--- config.mk ---
export PLATFORM = sky130hd
export DESIGN_NAME = leaf_stream_input_buffer_flat
export DESIGN_NICKNAME = d
export VERILOG_FILES = /design/src/rtl/leaf_stream_input_buffer_pkg.sv /design/src/rtl/leaf_stream_input_buffer_if.sv /design/src/rtl/leaf_stream_input_buffer_port_fifo.sv /design/src/rtl/leaf_stream_input_buffer.sv /design/src/flat_wrapper.sv
export SDC_FILE = /design/constraint.sdc
export NUM_CORES = 2
export LEC_CHECK = 0
export ABC_AREA = 1
export BUFFER_PORTS_ARGS = -buffer_cell sky130_fd_sc_hd__buf_2
export CORE_MARGIN = 10
export CORE_UTILIZATION = 50
export DETAILED_ROUTE_END_ITERATION = 8
export PLACE_DENSITY_LB_ADDON = 0.15
export REMOVE_ABC_BUFFERS = 1
export SLEW_MARGIN = 20
export SYNTH_ARGS = -nofsm -noshare
export SYNTH_HDL_FRONTEND = slang
export SYNTH_SLANG_ARGS = --single-unit
export TNS_END_PERCENT = 50
--- constraint.sdc ---
create_clock -name clk -period 6.5 [get_ports clk]
set_input_delay 0.65 -clock clk [delete_from_list [all_inputs] [get_ports clk]]
set_output_delay 0.65 -clock clk [all_outputs]
set_load 0.02 [all_outputs]
--- src/rtl/leaf_stream_input_buffer_pkg.sv ---
// Shared leaf interface constants: packet field layout and BFT port numbering,
// common to leaf_stream_input_buffer and Extract_Control.
package leaf_interface_pkg;

  localparam int FIRST_IN_PORT       = 2;
  localparam int INPUT_PORT_MAX_NUM  = 8;
  localparam int OUTPUT_PORT_MIN_NUM = 9;

  // Packet layout, MSB first: {vld, leaf, port, payload}
  function automatic int payload_bits(input int packet_bits, input int leaf_bits,
                                      input int port_bits);
    return packet_bits - 1 - leaf_bits - port_bits;
  endfunction

  function automatic int vld_pos(input int packet_bits);
    return packet_bits - 1;
  endfunction

  function automatic int port_lsb(input int packet_bits, input int leaf_bits,
                                  input int port_bits);
    return payload_bits(packet_bits, leaf_bits, port_bits);
  endfunction

  function automatic int leaf_lsb(input int packet_bits, input int leaf_bits,
                                  input int port_bits);
    return payload_bits(packet_bits, leaf_bits, port_bits) + port_bits;
  endfunction

endpackage

--- src/rtl/leaf_stream_input_buffer_if.sv ---
// Stream-in / per-port valid-ready bundle of leaf_stream_input_buffer.
// master = the buffer, slave = the leaf user logic plus the upstream driver.
interface leaf_stream_input_buffer_if
  import leaf_interface_pkg::*;
#(
  parameter int PACKET_BITS   = 97,
  parameter int NUM_LEAF_BITS = 6,
  parameter int NUM_PORT_BITS = 4,
  parameter int NUM_IN_PORTS  = 7
);
  localparam int PAYLOAD_BITS = payload_bits(PACKET_BITS, NUM_LEAF_BITS, NUM_PORT_BITS);

  logic [PACKET_BITS-1:0]               stream_in;
  logic [NUM_IN_PORTS*PAYLOAD_BITS-1:0] dout;
  logic [NUM_IN_PORTS-1:0]              dout_valid;
  logic [NUM_IN_PORTS-1:0]              dout_ready;
  logic [NUM_IN_PORTS-1:0]              overflow;
  logic [NUM_IN_PORTS*8-1:0]            drop_count;

  modport master (
    input  stream_in, dout_ready,
    output dout, dout_valid, overflow, drop_count
  );

  modport slave (
    output stream_in, dout_ready,
    input  dout, dout_valid, overflow, drop_count
  );
endinterface

--- src/rtl/leaf_stream_input_buffer_port_fifo.sv ---
// leaf_port_fifo: first-word-fall-through FIFO with wrap-bit pointers.
// A push while full is accepted only when the head is popped on the same edge.
module leaf_port_fifo #(
  parameter int WIDTH = 86,
  parameter int DEPTH = 4
) (
  input  logic             clk,
  input  logic             reset_n,
  input  logic             push,
  input  logic [WIDTH-1:0] din,
  input  logic             pop,
  output logic             full,
  output logic             valid,
  output logic [WIDTH-1:0] dout
);
  localparam int AW = (DEPTH > 1) ? $clog2(DEPTH) : 1;

  logic [WIDTH-1:0] mem [DEPTH];
  logic [AW:0]      wr_ptr;
  logic [AW:0]      rd_ptr;
  logic             do_pop;
  logic             do_push;

  assign valid   = (wr_ptr != rd_ptr);
  assign full    = (wr_ptr[AW] != rd_ptr[AW]) && (wr_ptr[AW-1:0] == rd_ptr[AW-1:0]);
  assign do_pop  = pop & valid;
  assign do_push = push & (~full | do_pop);
  assign dout    = mem[rd_ptr[AW-1:0]];

  always_ff @(posedge clk or negedge reset_n) begin
    if (!reset_n) begin
      wr_ptr <= '0;
      rd_ptr <= '0;
    end else begin
      if (do_push) wr_ptr <= wr_ptr + (AW+1)'(1);
      if (do_pop)  rd_ptr <= rd_ptr + (AW+1)'(1);
    end
  end

  // When full, the written slot is the head being popped on this same edge
  always_ff @(posedge clk) begin
    if (do_push) mem[wr_ptr[AW-1:0]] <= din;
  end
endmodule

--- src/rtl/leaf_stream_input_buffer.sv ---
// Demultiplexes BFT stream packets for input ports 2..NUM_IN_PORTS+1 into per-port
// FWFT FIFOs with sticky overflow flags. Optional drop counters: LEAF_DROP_COUNT_EN.
module leaf_stream_input_buffer
  import leaf_interface_pkg::*;
#(
  parameter int PACKET_BITS   = 97,
  parameter int NUM_LEAF_BITS = 6,
  parameter int NUM_PORT_BITS = 4,
  parameter int NUM_IN_PORTS  = 7,
  parameter int FIFO_DEPTH    = 4
) (
  input logic                        clk,
  input logic                        reset_n,
  leaf_stream_input_buffer_if.master bus
);
  localparam int PAYLOAD_BITS = payload_bits(PACKET_BITS, NUM_LEAF_BITS, NUM_PORT_BITS);
  localparam int VLD_POS      = vld_pos(PACKET_BITS);
  localparam int PORT_LSB     = port_lsb(PACKET_BITS, NUM_LEAF_BITS, NUM_PORT_BITS);
  localparam int LEAF_LSB     = leaf_lsb(PACKET_BITS, NUM_LEAF_BITS, NUM_PORT_BITS);

  logic                     vld_p0;
  logic [NUM_PORT_BITS-1:0] port_p0;
  logic [PAYLOAD_BITS-1:0]  payload_p0;
  logic [NUM_LEAF_BITS-1:0] leaf_unused;
  logic [NUM_IN_PORTS-1:0]  push_req;
  logic [NUM_IN_PORTS-1:0]  full;
  logic [NUM_IN_PORTS-1:0]  head_vld;
  logic [NUM_IN_PORTS-1:0]  drop;
  logic [NUM_IN_PORTS-1:0]  overflow_q;
  logic [PAYLOAD_BITS-1:0]  head_data [NUM_IN_PORTS];

  // Stage p0: field decode of the already-registered upstream packet
  assign vld_p0      = bus.stream_in[VLD_POS];
  assign port_p0     = bus.stream_in[PORT_LSB +: NUM_PORT_BITS];
  assign payload_p0  = bus.stream_in[PAYLOAD_BITS-1:0];
  assign leaf_unused = bus.stream_in[LEAF_LSB +: NUM_LEAF_BITS];

  for (genvar i = 0; i < NUM_IN_PORTS; i++) begin : g_port
    assign push_req[i] = vld_p0 && (port_p0 == NUM_PORT_BITS'(i + FIRST_IN_PORT));
    assign drop[i]     = push_req[i] & full[i] & ~(bus.dout_ready[i] & head_vld[i]);

    leaf_port_fifo #(
      .WIDTH (PAYLOAD_BITS),
      .DEPTH (FIFO_DEPTH)
    ) u_fifo (
      .clk     (clk),
      .reset_n (reset_n),
      .push    (push_req[i]),
      .din     (payload_p0),
      .pop     (bus.dout_ready[i]),
      .full    (full[i]),
      .valid   (head_vld[i]),
      .dout    (head_data[i])
    );

    assign bus.dout[i*PAYLOAD_BITS +: PAYLOAD_BITS] = head_data[i];
  end

  assign bus.dout_valid = head_vld;
  assign bus.overflow   = overflow_q;

  always_ff @(posedge clk or negedge reset_n) begin
    if (!reset_n) overflow_q <= '0;
    else          overflow_q <= overflow_q | drop;
  end

`ifdef LEAF_DROP_COUNT_EN
  function automatic logic [7:0] sat_inc8(input logic [7:0] v);
    return (v == 8'hFF) ? v : v + 8'd1;
  endfunction

  logic [7:0] drop_cnt [NUM_IN_PORTS];

  always_ff @(posedge clk or negedge reset_n) begin
    if (!reset_n) begin
      for (int i = 0; i < NUM_IN_PORTS; i++) drop_cnt[i] <= '0;
    end else begin
      for (int i = 0; i < NUM_IN_PORTS; i++)
        if (drop[i]) drop_cnt[i] <= sat_inc8(drop_cnt[i]);
    end
  end

  for (genvar i = 0; i < NUM_IN_PORTS; i++) begin : g_cnt
    assign bus.drop_count[i*8 +: 8] = drop_cnt[i];
  end
`else
  assign bus.drop_count = '0;
`endif
endmodule

--- src/flat_wrapper.sv ---
// flat-port wrapper written by rule: the top's interface ports become plain ports
module leaf_stream_input_buffer_flat import leaf_interface_pkg::*;
#(
  parameter int PACKET_BITS   = 97,
  parameter int NUM_LEAF_BITS = 6,
  parameter int NUM_PORT_BITS = 4,
  parameter int NUM_IN_PORTS  = 7,
  parameter int FIFO_DEPTH    = 4
)
  (clk, reset_n, bus_stream_in, bus_dout_ready, bus_dout, bus_dout_valid, bus_overflow, bus_drop_count);
  leaf_stream_input_buffer_if #(.PACKET_BITS(PACKET_BITS), .NUM_LEAF_BITS(NUM_LEAF_BITS), .NUM_PORT_BITS(NUM_PORT_BITS), .NUM_IN_PORTS(NUM_IN_PORTS)) bus_i ();
  input logic clk;
  input logic reset_n;
  input wire logic [$bits(bus_i.stream_in)-1:0] bus_stream_in;
  input wire logic [$bits(bus_i.dout_ready)-1:0] bus_dout_ready;
  output wire logic [$bits(bus_i.dout)-1:0] bus_dout;
  output wire logic [$bits(bus_i.dout_valid)-1:0] bus_dout_valid;
  output wire logic [$bits(bus_i.overflow)-1:0] bus_overflow;
  output wire logic [$bits(bus_i.drop_count)-1:0] bus_drop_count;
  assign bus_i.stream_in = bus_stream_in;
  assign bus_i.dout_ready = bus_dout_ready;
  assign bus_dout = bus_i.dout;
  assign bus_dout_valid = bus_i.dout_valid;
  assign bus_overflow = bus_i.overflow;
  assign bus_drop_count = bus_i.drop_count;
  leaf_stream_input_buffer #(.PACKET_BITS(PACKET_BITS), .NUM_LEAF_BITS(NUM_LEAF_BITS), .NUM_PORT_BITS(NUM_PORT_BITS), .NUM_IN_PORTS(NUM_IN_PORTS), .FIFO_DEPTH(FIFO_DEPTH)) u_core (.clk(clk), .reset_n(reset_n), .bus(bus_i));
endmodule
==> metrics.yaml <==
hold_class: "primary input to flip-flop"
rsz0062_at_grt: "false"
maxCapViolations: 0
maxClockFrequency_ghz: 0.2187
reg2reg_from: "u_core.g_port[3].u_fifo.rd_ptr[1]$_DFFE_PN0P_"
wire_per_inst_um: 28.15
grt_overflow_total: 0
clkTransAtPathRegs_ns: 0.06
layout-drive-gt1-share_pct: 17.18
dpl_worst_slack_ns: 2.648
cts_buffers: 240
synth_cell_type_count: 26
io_buffers: 715
setup_ws_ns: 1.927
maxSlewViolCount: 0
die_area_mm2: 0.2022
hold_ws_ns: 0.1314
ctsHoldBuffers: 8
hold_start: "bus_stream_in[87]"
drt_wl_total_um: 272700
synthToLayoutAreaGrowth_pct: 14.80
place_congestion: 0.7938
final_cell_mix: "edfxtp_1 (2408), nor2_1 (1218), o21ai_0 (1124), buf_2 (715), o22ai_1 (602)"
syn_inst: 6338
finClkSkew_ns: 0.03371
dp_hpwl_um: 164300
seq_area_frac_synth_pct: 79.68
n_fill_cell: 14470
tns_ns: 0
avgViaCountPerCell: 5.818
nNetsFinal: 7157
initial_core_util_pct: 50.36
grt_use_total_pct: 26.08
layout_commonest_cell: "edfxtp_1"
yosys-top-cells-area: "edfxtp_1 (78%), o21ai_0 (6.1%), nor2_1 (5.1%)"
drtIter0Drc: 6274
power.leakage_nw: 35.50
drtAntennaViolNets: 0
relSlewSlack_pct: 29.77
max-vdd-ir-drop_uv: 390.4
row_count: 157
antenna_found_initial: 17
p_total_mw: 49.32
root_buffer: "clkbuf_16"
worst_pin_slew_ns: 1.054
ys_ff_latch: 2457
hold_viol: 0
cts_max_path_buffers: 3
synth_top_area_cell: "edfxtp_1"
fp.coreArea_mm2: 0.1833
min_period_ns: 4.573
die_y_um: 449.6
netlist.area_leader.share_pct: 78.35
drc: 0
status: "finished, final reports clean"
cts_resized: 0
synth.avg_cell_area_um2: 14.56
startpoint: "u_core.g_port[2].u_fifo.rd_ptr[0]$_DFFE_PN0P_"
final_cells: 9685
num_vias: 56350
powerDensity_mw_per_mm2: 465.4
grt_first_pass_wirelength_um: 386600
grt_pass1_vias: 52610
critPathRequiredTime_ns: 5.85
critPathKind: "flip-flop to output pin"
die_w_um: 449.6
h-tree-depth: 4
post_cts_buffers: 0
setup_viol: 0
clock-sinks: 2457
yosys_warnings: 0
cp_max_fo: 68
grt_max_degree: 110
dpl.cell_count: 9230
worst_setup_path_start_kind: "flip-flop"
cts_tree: "yes"
drtPass1Iterations: 6
synth_area_mm2: 0.09229
min_period_over_period_pct: 70.35
insertion_delay_ns: 0.88
io_pins: 778
arrival_ns: 3.92
critPathCaptureType: "output pin"
[final cells by class]
class / instances / area, µm² / share of cell area, %
diodes: 5 / 12.51 / 0.01181
inverters: 83 / 364.1 / 0.3436
clock inverters: 136 / 1292 / 1.220
well taps: 2464 / 3083 / 2.910
clock buffers: 306 / 6296 / 5.942
flip-flops and latches: 2457 / 73590 / 69.45
repair buffers: 836 / 4748 / 4.482
multi-input cells: 3398 / 16570 / 15.64
[metrics by stage]
stage,instance area [µm²],utilization (%)
after floorplan,90210,-
after global placement,98230,53.60
after detailed placement,98270,53.62
after CTS,105900,57.80
after global routing,105900,57.81
final,106000,57.81
[worst paths after layout]
check                                                                end  slack, ns  depth (start not counted)
setup / recovery                                           bus_dout[209]       1.93                          5
hold / removal                          u_core.bus.overflow[3]$_DFF_PN0_       0.13                          4
setup reg to reg            u_core.g_port[3].u_fifo.mem[3][55]$_DFFE_PP_       2.69                          9
hold reg to reg                         u_core.bus.overflow[6]$_DFF_PN0_       0.46                          2
max in group asynchronous  u_core.g_port[5].u_fifo.rd_ptr[1]$_DFFE_PN0P_       5.52                          3
min in group asynchronous  u_core.g_port[1].u_fifo.wr_ptr[1]$_DFFE_PN0P_       0.43                          3
[synth_stat cells (all sizes together)]
| master | n |
|---|---|
| clkbuf | 182 |
| conb | 1 |
| buf | 273 |
| o21bai | 3 |
| nand3 | 47 |
| edfxtp | 2408 |
| inv | 83 |
| o21ai | 1204 |
| nor2 | 1253 |
| nor3 | 1 |
| xor2 | 14 |
| o22ai | 602 |
| and3 | 1 |
| ha | 35 |
| dfrtp | 49 |
| nand2 | 182 |
[metal layers]
| metal | global-route usage (%) | vias to the layer above | share of wire, % |
|---|---|---|---|
| li1 | - | 25000 | - |
| met4 | 9.963 | 0 | 3.9 |
| met5 | 0 | - | 0 |
| met3 | 5.232 | 370 | 7.8 |
| met1 | 34.39 | 28640 | 40 |
| met2 | 42.86 | 2344 | 49 |
[flip-flops by register name, indices dropped and copies added (netlist names)]
signal,cells
u_core.g_port.u_fifo.wr_ptr,21
u_core.g_port.u_fifo.rd_ptr,21
u_core.bus.overflow,7
u_core.g_port.u_fifo.mem,2408
[critical path, stage by stage (launching register included)]
cell and delay, ns:
dfrtp_4 0.75, inv_6 0.54, buf_4 0.70, o21ai_0 0.16
o22ai_1 0.48, buf_2 0.28
[power by group]
| group | switching (mW) | total, mW | internal [mW] |
|---|---|---|---|
| logic | 13.2 | 17.4 | 4.25 |
| clock network | 5.90 | 13.5 | 7.59 |
| registers | 0.668 | 18.4 | 17.7 |
| total | 19.8 | 49.3 | 29.6 |
[cells by family after synthesis]
| logic type | Yosys count | share of synthesized area [%] |
|---|---|---|
| flops | 2457 | 79.68 |
| compound gates | 1809 | 10.63 |
| simple gates | 1484 | 6.255 |
| buf+inv | 538 | 2.821 |
| fa+ha+maj | 35 | 0.4745 |
| xor+xnor | 14 | 0.1329 |
| other cells | 1 | 0.004063 |
(Power assumes the default switching activity.)
